[config.mk]
export PLATFORM = sky130hd
export DESIGN_NAME = fifo_rd_stream_flat
export DESIGN_NICKNAME = d
export VERILOG_FILES = /design/src/rtl/fifo_rd_stream_pkg.sv /design/src/rtl/fifo_rd_stream_if.sv /design/src/rtl/fifo_rd_stream_sat_counter.sv /design/src/rtl/fifo_rd_stream.sv /design/src/flat_wrapper.sv
export SDC_FILE = /design/constraint.sdc
export NUM_CORES = 1
export LEC_CHECK = 0
export CAP_MARGIN = 10
export CELL_PAD_IN_SITES_DETAIL_PLACEMENT = 0
export CELL_PAD_IN_SITES_GLOBAL_PLACEMENT = 1
export CORE_MARGIN = 10
export CORE_UTILIZATION = 30
export CTS_CLUSTER_DIAMETER = 200
export DETAILED_ROUTE_END_ITERATION = 7
export PLACE_DENSITY = 0.65
export SYNTH_ARGS = -nofsm -noshare
export SYNTH_HDL_FRONTEND = slang
export SYNTH_SLANG_ARGS = --single-unit
[constraint.sdc]
create_clock -name rclk -period 2.4 [get_ports rclk]
set_clock_uncertainty 0.05 [all_clocks]
set_input_delay 0.36 -clock rclk [delete_from_list [all_inputs] [get_ports rclk]]
set_output_delay 0.36 -clock rclk [all_outputs]
set_load 0.01 [all_outputs]
[src/rtl/fifo_rd_stream_pkg.sv]
// Shared constants for the FIFO read-side drain engine: buffer-state encodings
// and default widths shared with the FIFO bench.
package fifo_rd_pkg;

    localparam int DSIZE_DEF = 8;
    localparam int CNT_W_DEF = 16;

    // Buffer state doubles as the occupancy count.
    localparam logic [1:0] EMPTY = 2'd0;
    localparam logic [1:0] ONE   = 2'd1;
    localparam logic [1:0] TWO   = 2'd2;

endpackage

[src/rtl/fifo_rd_stream_if.sv]
// Registered valid/ready output stream of fifo_rd_stream.
interface fifo_rd_stream_if #(
    parameter int DSIZE = fifo_rd_pkg::DSIZE_DEF
);

    logic             m_valid;
    logic [DSIZE-1:0] m_data;
    logic             m_ready;

    modport master (output m_valid, output m_data, input m_ready);
    modport slave  (input m_valid, input m_data, output m_ready);

endinterface

[src/rtl/fifo_rd_stream_sat_counter.sv]
// Saturating up-counter with synchronous clear; clear wins over increment.
module sat_counter #(
    parameter int WIDTH = 16
) (
    input  logic             clk,
    input  logic             rst_n,
    input  logic             clr,
    input  logic             inc,
    output logic [WIDTH-1:0] count
);

    always_ff @(posedge clk or negedge rst_n) begin
        if (!rst_n) begin
            count <= '0;
        end else if (clr) begin
            count <= '0;
        end else if (inc && (count != '1)) begin
            count <= count + WIDTH'(1);
        end
    end

endmodule

[src/rtl/fifo_rd_stream.sv]
// Read-domain drain engine: pops the async FIFO into a 2-entry registered skid buffer.
// Optional statistics counters are built when FIFO_RD_STATS_EN is defined.
module fifo_rd_stream
    import fifo_rd_pkg::*;
#(
    parameter int DSIZE = DSIZE_DEF
`ifdef FIFO_RD_STATS_EN
    , parameter int CNT_W = CNT_W_DEF
`endif
) (
    input  logic              rclk,
    input  logic              rrst_n,
    input  logic              rempty,
    input  logic [DSIZE-1:0]  rdata,
    output logic              rinc,
    input  logic              enable,
    fifo_rd_stream_if.master  m,
    output logic [1:0]        occupancy
`ifdef FIFO_RD_STATS_EN
    ,
    input  logic              clr_stats,
    output logic [CNT_W-1:0]  word_cnt,
    output logic [CNT_W-1:0]  stall_cnt
`endif
);

    logic [1:0]       state;
    logic [DSIZE-1:0] head;
    logic [DSIZE-1:0] skid;
    logic             accept;

    // Pop decision uses only registered state, never m_ready.
    assign rinc      = rrst_n & enable & ~rempty & (state != TWO);
    assign accept    = m.m_valid & m.m_ready;
    assign m.m_valid = (state != EMPTY);
    assign m.m_data  = head;
    assign occupancy = state;

    always_ff @(posedge rclk or negedge rrst_n) begin
        if (!rrst_n) begin
            state <= EMPTY;
            head  <= '0;
            skid  <= '0;
        end else begin
            case (state)
                EMPTY: begin
                    if (rinc) begin
                        head  <= rdata;
                        state <= ONE;
                    end
                end
                ONE: begin
                    if (rinc && accept) begin
                        head <= rdata;
                    end else if (rinc) begin
                        skid  <= rdata;
                        state <= TWO;
                    end else if (accept) begin
                        state <= EMPTY;
                    end
                end
                TWO: begin
                    if (accept) begin
                        head  <= skid;
                        state <= ONE;
                    end
                end
                default: state <= EMPTY;
            endcase
        end
    end

`ifdef FIFO_RD_STATS_EN
    sat_counter #(.WIDTH(CNT_W)) u_word_cnt (
        .clk   (rclk),
        .rst_n (rrst_n),
        .clr   (clr_stats),
        .inc   (accept),
        .count (word_cnt)
    );

    sat_counter #(.WIDTH(CNT_W)) u_stall_cnt (
        .clk   (rclk),
        .rst_n (rrst_n),
        .clr   (clr_stats),
        .inc   (m.m_valid & ~m.m_ready),
        .count (stall_cnt)
    );
`endif

endmodule

[src/flat_wrapper.sv]
// flat-port wrapper written by rule: the top's interface ports become plain ports
module fifo_rd_stream_flat import fifo_rd_pkg::*;
#(
    parameter int DSIZE = DSIZE_DEF

)
  (rclk, rrst_n, rempty, rdata, rinc, enable, occupancy, m_m_valid, m_m_data, m_m_ready);
  fifo_rd_stream_if #(.DSIZE(DSIZE)) m_i ();
  input  logic rclk;
  input  logic rrst_n;
  input  logic rempty;
  input  logic [DSIZE-1:0] rdata;
  output logic rinc;
  input  logic enable;
  output logic [1:0] occupancy;
  output wire logic [$bits(m_i.m_valid)-1:0] m_m_valid;
  output wire logic [$bits(m_i.m_data)-1:0] m_m_data;
  input wire logic [$bits(m_i.m_ready)-1:0] m_m_ready;
  assign m_m_valid = m_i.m_valid;
  assign m_m_data = m_i.m_data;
  assign m_i.m_ready = m_m_ready;
  fifo_rd_stream #(.DSIZE(DSIZE)) u_core (.rclk(rclk), .rrst_n(rrst_n), .rempty(rempty), .rdata(rdata), .rinc(rinc), .enable(enable), .m(m_i), .occupancy(occupancy));
endmodule
==> results of run 1 <==
## final timing paths
path	startpoint	endpoint	slack (ns)	cells after the start
max in group asynchronous	rrst_n	u_core.m.m_data[0]	1.62	2
min reg2reg	u_core.m.m_data[5]	u_core.m.m_data[5]	0.47	1
min in group asynchronous	rrst_n	u_core.m.m_data[6]	0.49	2
max	u_core.occupancy[0]	rinc	0.26	3
min	u_core.m.m_data[5]	u_core.m.m_data[5]	0.47	1
max reg2reg	u_core.occupancy[0]	u_core.skid[5]	0.62	3
## state kept, by name, summed over array words and instances (netlist names)
signal / cells
u_core.m.m_data: 8
u_core.skid: 8
u_core.occupancy: 2
## layout by cell type, fill, tap and decap left out, types with 3 or more instances in the layout
| master | netlist | routed |
|---|---|---|
| clkbuf_4 | 0 | 3 |
| clkdlybuf4s50_1 | 0 | 24 |
| dfrtp_1 | 18 | 18 |
| buf_4 | 1 | 4 |
| mux2_4 | 8 | 8 |
| mux2_2 | 16 | 16 |
## where the power goes
part	leakage [nW]	internal (mW)	switching [mW]
logic	0.306	0.196	0.0882
registers	0.224	0.384	0.0424
clock network	0.0210	0.0924	0.0956
total	0.552	0.673	0.226
## logic make-up after synthesis
group	after synthesis
AND/OR/NAND/NOR	8
multiplexers	25
AO/OA/AOI/OAI	4
buffers and inverters	4
flip-flops	18
## per-stage QoR
stage                     setup WS (ns)  power, mW  hold slack [ns]
final                             0.259      0.899            0.466
after global routing              0.169      0.952            0.486
after CTS                         0.228      0.915            0.470
after detailed placement          0.140      0.723            0.440
after global placement            0.170      0.717            0.442
after floorplan                   0.805      0.572           0.0144
## area by class of cell
class / count / area [um2] / area share [%]
clock buffers: 4 / 36.3 / 2.97
inverters: 1 / 3.75 / 0.307
multi-input cells: 37 / 423 / 34.6
flip-flops and latches: 18 / 450 / 36.8
well taps: 31 / 38.8 / 3.17
repair buffers: 28 / 270 / 22.1
## synth_stat cells (2+ instances only)
library cell / count
buf_6: 2
dfrtp_1: 18
mux2_2: 16
mux2_4: 8
## metal layers
layer | vias to the layer above | share of wire [%]
li1 | 268 | -
met1 | 263 | 43
met2 | 15 | 45
met3 | 4 | 10
met4 | 0 | 1.4
met5 | - | 0
==> metrics.yaml, run 1 <==
outcome:
  status: "finished, final reports clean"
worst_setup_path:
  crit_fanout: 10
  critPathArrivalTime_ns: 1.73
  cp_top_family: "buffers and inverters"
  slowest_stage: "clkdlybuf4s50_1"
  slowest_delay_ns: 0.54
  path_cells: "and2b_2, nor2_1, clkdlybuf4s50_1"
  crit_buf_inv: 1
  cp-end-kind: "output port"
  startpoint_type: "flop"
  required_ns: 1.99
  path_class: "flop to output port"
clock_network:
  post_cts_buffers: 0
  path_clk_slew_ns: 0.10
  cts_buffer_depth: 2
  cts_hold_buf: 0
  cts.sinks: 18
  cts_tree: "built"
  htreeDepth: 1
  clock_insertion_delay_worst_skew_ns: 0.29
  cts_resized: 0
  cts_buffers: 3
  cts_root_buf: "clkbuf_4"
power:
  power.density_nw_per_um2: 735
  p_leak_nw: 0.552
  vdd_ir_drop_max_v: 0.000335
placement:
  placed_area_um2: 1190
  dp.cells: 115
  port_buffers: 24
  dpl.hpwl_um: 1400
  gp_congestion: 0.655
timing:
  min_period_ns: 2.14
  period_share_pct: 89.2
  tightest_slew_ns: 0.516
  setup-tns-final_ns: 0
  fmax_mhz: 467
  max_slew_margin_pct: 65.6
  maxSlewViolCount: 0
  finalHoldViolCount: 0
  rsz0062_at_grt: "false"
  setup-violations-final: 0
global_route:
  antenna_found_initial: 0
  use_met2_pct: 10.1
  use_met3_pct: 3.42
  grt_pass1_wl_um: 3060
  grt_usage_pct: 7.07
  first_global_vias: 572
  grt_max_degree: 19
  grtUsageMet1_pct: 9.01
  grt.busiest_layer: "met2"
  grt-ovfl-total: 0
logic_synthesis:
  synth_area_leaders: "dfrtp_1, mux2_2, mux2_4, buf_6, o31ai_4"
  synth_cell_types: 19
  ys_warn_count: 0
  ys_ff_latch: 18
  synth_area_um2: 907
  avgSynthCellArea_um2: 15.4
  synth_edf_count: 0
  synth_area_leader_cell: "dfrtp_1"
  synth_mux_area_share_pct: 34.2
  synth_top_family_by_area: "multiplexers"
  synthAdderAreaFrac_pct: 0
  yosysTopAreaCellShare_pct: 49.7
  synthSimpleGateAreaFrac_pct: 8.00
  synth-xor-area-share_pct: 0
  synth_nets: 72
  synth_compound_area_share_pct: 4.41
  syn-instance-count: 59
  synth-async-reset-ratio_pct: 100
  seq_area_frac_synth_pct: 49.7
  ys.flop_type: "dfrtp_1"
floorplanning:
  core_um2: 2830
  die_area_um2: 5620
  dieHeight_um: 75.0
  chipWidth_um: 75.0
  io_pins: 25
  row_count: 19
  initial_utilization_pct: 32.1
detailed_routing:
  avgViaCountPerCell: 4.62
  wl_per_cell_um: 15.1
  drt-pass1-iter-count: 2
  drt-initial-drc-count: 21
  drcViolationCount: 0
  totalWireLength_um: 1800
  num_vias: 550
  postRouteAntennaNets: 0
layout:
  fin_util_pct: 43.2
  stdcell_area_um2: 1220
  diodes: 0
  final_cells: 119
  syn2layout_area_growth_pct: 34.8
  num-fill-cells: 268
  drive_above_1_share_pct: 42.0
  nets: 102
min_path:
  hp-class: "flop to flop"
job:
  drv_cap: 0
No activity file was read; power rests on OpenSTA's default activity.
==> run 2, diff against run 1 <==
--- a/config.mk
+++ b/config.mk
@@ -8,6 +8,7 @@
 export CAP_MARGIN = 10
 export CELL_PAD_IN_SITES_DETAIL_PLACEMENT = 0
 export CELL_PAD_IN_SITES_GLOBAL_PLACEMENT = 1
+export CORE_ASPECT_RATIO = 1.1
 export CORE_MARGIN = 10
 export CORE_UTILIZATION = 30
 export CTS_CLUSTER_DIAMETER = 200
==> metrics.yaml, run 2 (same netlist as run 1, synthesis figures left out) <==
power:
  intPower_mw: 0.638  # was 0.673 mW
  power.density_nw_per_um2: 709  # was 735 nW/um2
  vdd_ir_drop_max_v: 0.000357  # was 0.000335 V
  seq_power_share_pct: 50.0  # was 47.4%
  p_leak_nw: 0.539  # was 0.552 nW
  pwr-share-clk_pct: 16.9  # was 20.9%
  p_sw_mw: 0.216  # was 0.226 mW
  power_frac_comb_pct: 33.1  # was 31.7%
  switching_share_pct: 25.3  # was 25.2%
placement:
  dp.cells: 116  # was 115
  placed_area_um2: 1180  # was 1190 um2
  dpl.hpwl_um: 1410  # was 1400 um
  gp_congestion: 0.684  # was 0.655
  place_ws_ns: 0.147  # was 0.140 ns
  port_buffers: 24  # unchanged
layout:
  fin_util_pct: 42.6  # was 43.2%
  drive_above_1_share_pct: 40.7  # was 42.0%
  final_cells: 119  # unchanged
  diodes: 0  # unchanged
  stdcell_area_um2: 1200  # was 1220 um2
  layout_commonest_cell: "clkdlybuf4s50_1"  # unchanged
  num-fill-cells: 275  # was 268
  syn2layout_area_growth_pct: 32.7  # was 34.8%
  final_cell_mix: "clkdlybuf4s50_1, dfrtp_1, mux2_2, mux2_4"  # was clkdlybuf4s50_1, dfrtp_1, mux2_2, mux2_4, buf_4
  nets: 101  # was 102
floorplanning:
  chipWidth_um: 72.4  # was 75.0 um
  initial_utilization_pct: 32.1  # about the same
  die_area_um2: 5630  # was 5620 um2
  io_pins: 25  # unchanged
  core_um2: 2830  # about the same
  dieHeight_um: 77.7  # was 75.0 um
  row_count: 20  # was 19
detailed_routing:
  route.top_layer_used: "met4"  # unchanged
  postRouteAntennaNets: 0  # unchanged
  num_vias: 548  # was 550
  avgViaCountPerCell: 4.61  # was 4.62
  totalWireLength_um: 1810  # was 1800 um
  wl_per_cell_um: 15.2  # was 15.1 um
  drt-initial-drc-count: 10  # was 21
  wl_met1_um: 735  # was 773 um
  route.met3.wl_um: 155  # was 182 um
  drt-pass1-iter-count: 4  # was 2
  wl_met2_um: 908  # was 815 um
  drcViolationCount: 0  # unchanged
worst_setup_path:
  crit_fanout: 10  # unchanged
  r2r_start: "u_core.occupancy[0]"  # unchanged
  cp-end-kind: "output port"  # unchanged
  critPathArrivalTime_ns: 1.81  # was 1.73 ns
  required_ns: 1.99  # about the same
  r2r-end: "u_core.skid[6]"  # was u_core.skid[5]
  reg2regPathDepth: 3  # unchanged
  path_class: "flop to output port"  # unchanged
  ff2ff_setup_slack_ns: 0.60  # was 0.62 ns
  startpoint_type: "flop"  # unchanged
min_path:
  hp-class: "input port to asynchronous set/reset pin"  # was flop to flop
clock_network:
  cts.sinks: 18  # unchanged
  htreeDepth: 1  # unchanged
  cts_buffer_depth: 2  # unchanged
  cts_hold_buf: 0  # unchanged
  cts_buffers: 3  # unchanged
  post_cts_buffers: 0  # unchanged
  cts_tree: "built"  # unchanged
  path_clk_slew_ns: 0.10  # about the same
  cts_root_buf: "clkbuf_4"  # unchanged
  clock_insertion_delay_worst_skew_ns: 0.28  # was 0.29 ns
  cts_resized: 0  # unchanged
timing:
  fin_ws_ns: 0.179  # was 0.259 ns
  rsz0062_at_grt: "false"  # unchanged
  period_share_pct: 92.5  # was 89.2%
  fmax_mhz: 450  # was 467 MHz
  tightest_slew_ns: 0.554  # was 0.516 ns
  max_slew_margin_pct: 63.1  # was 65.6%
  maxSlewViolCount: 0  # unchanged
  setup-violations-final: 0  # unchanged
  finalHoldViolCount: 0  # unchanged
  setup-tns-final_ns: 0  # unchanged
  min_period_ns: 2.22  # was 2.14 ns
global_route:
  antenna_found_initial: 0  # unchanged
  first_global_vias: 605  # was 572
  grt_usage_pct: 6.75  # was 7.07%
  grt_pass1_wl_um: 3100  # was 3060 um
  grt-ovfl-total: 0  # unchanged
  grt_max_degree: 19  # unchanged
outcome:
  status: "finished, final reports clean"  # unchanged
job:
  drv_cap: 0  # unchanged
## run 2: metrics by stage
stage               hold WS, ns  total power, mW
global route              0.461            0.914
finish                    0.459            0.853
floorplan                0.0144            0.572
CTS                       0.454            0.872
global placement          0.440            0.718
detailed placement        0.440            0.721
## run 2: final cells by class
type | instances | area, um2 | share of cell area (%)
clock buffer | 3 | 22.5 | 1.87
inverter | 1 | 3.75 | 0.312
multi-input combinational | 37 | 423 | 35.1
sequential | 18 | 450 | 37.4
tap | 33 | 41.3 | 3.43
timing repair buffer | 27 | 263 | 21.8
## run 2: per-layer routing
layer	up-vias	global-route usage, %
li1	266	-
met1	263	8.30
met2	17	10.4
met3	2	2.67
met4	0	2.28
met5	-	0
## run 2: worst max-delay path by stage
stage / from / to / slack, ns / cells after the start
global placement: m_m_ready / u_core.skid[6] / 0.16 / 4
detailed placement: m_m_ready / u_core.skid[4] / 0.15 / 4
CTS: u_core.occupancy[1] / rinc / 0.14 / 3
finish: u_core.occupancy[1] / rinc / 0.18 / 3
floorplan: u_core.occupancy[0] / u_core.skid[0] / 0.80 / 4
global route: u_core.occupancy[1] / rinc / 0.06 / 3
## run 2: power groups by stage
stage          combinational (mW)  clock [mW]  sequential (mW)
2_1_floorplan               0.127           0            0.445
6_report                    0.283       0.145            0.426
5_1_grt                     0.304       0.170            0.440
3_3_place_gp                0.286           0            0.432
3_5_place_dp                0.289           0            0.432
4_1_cts                     0.290       0.154            0.428
## run 2: worst max-delay path: stages, from the launching register on
cell	delay [ns]
dfrtp_1	0.49
and2b_2	0.35
nor2_1	0.14
clkdlybuf4s50_1	0.55
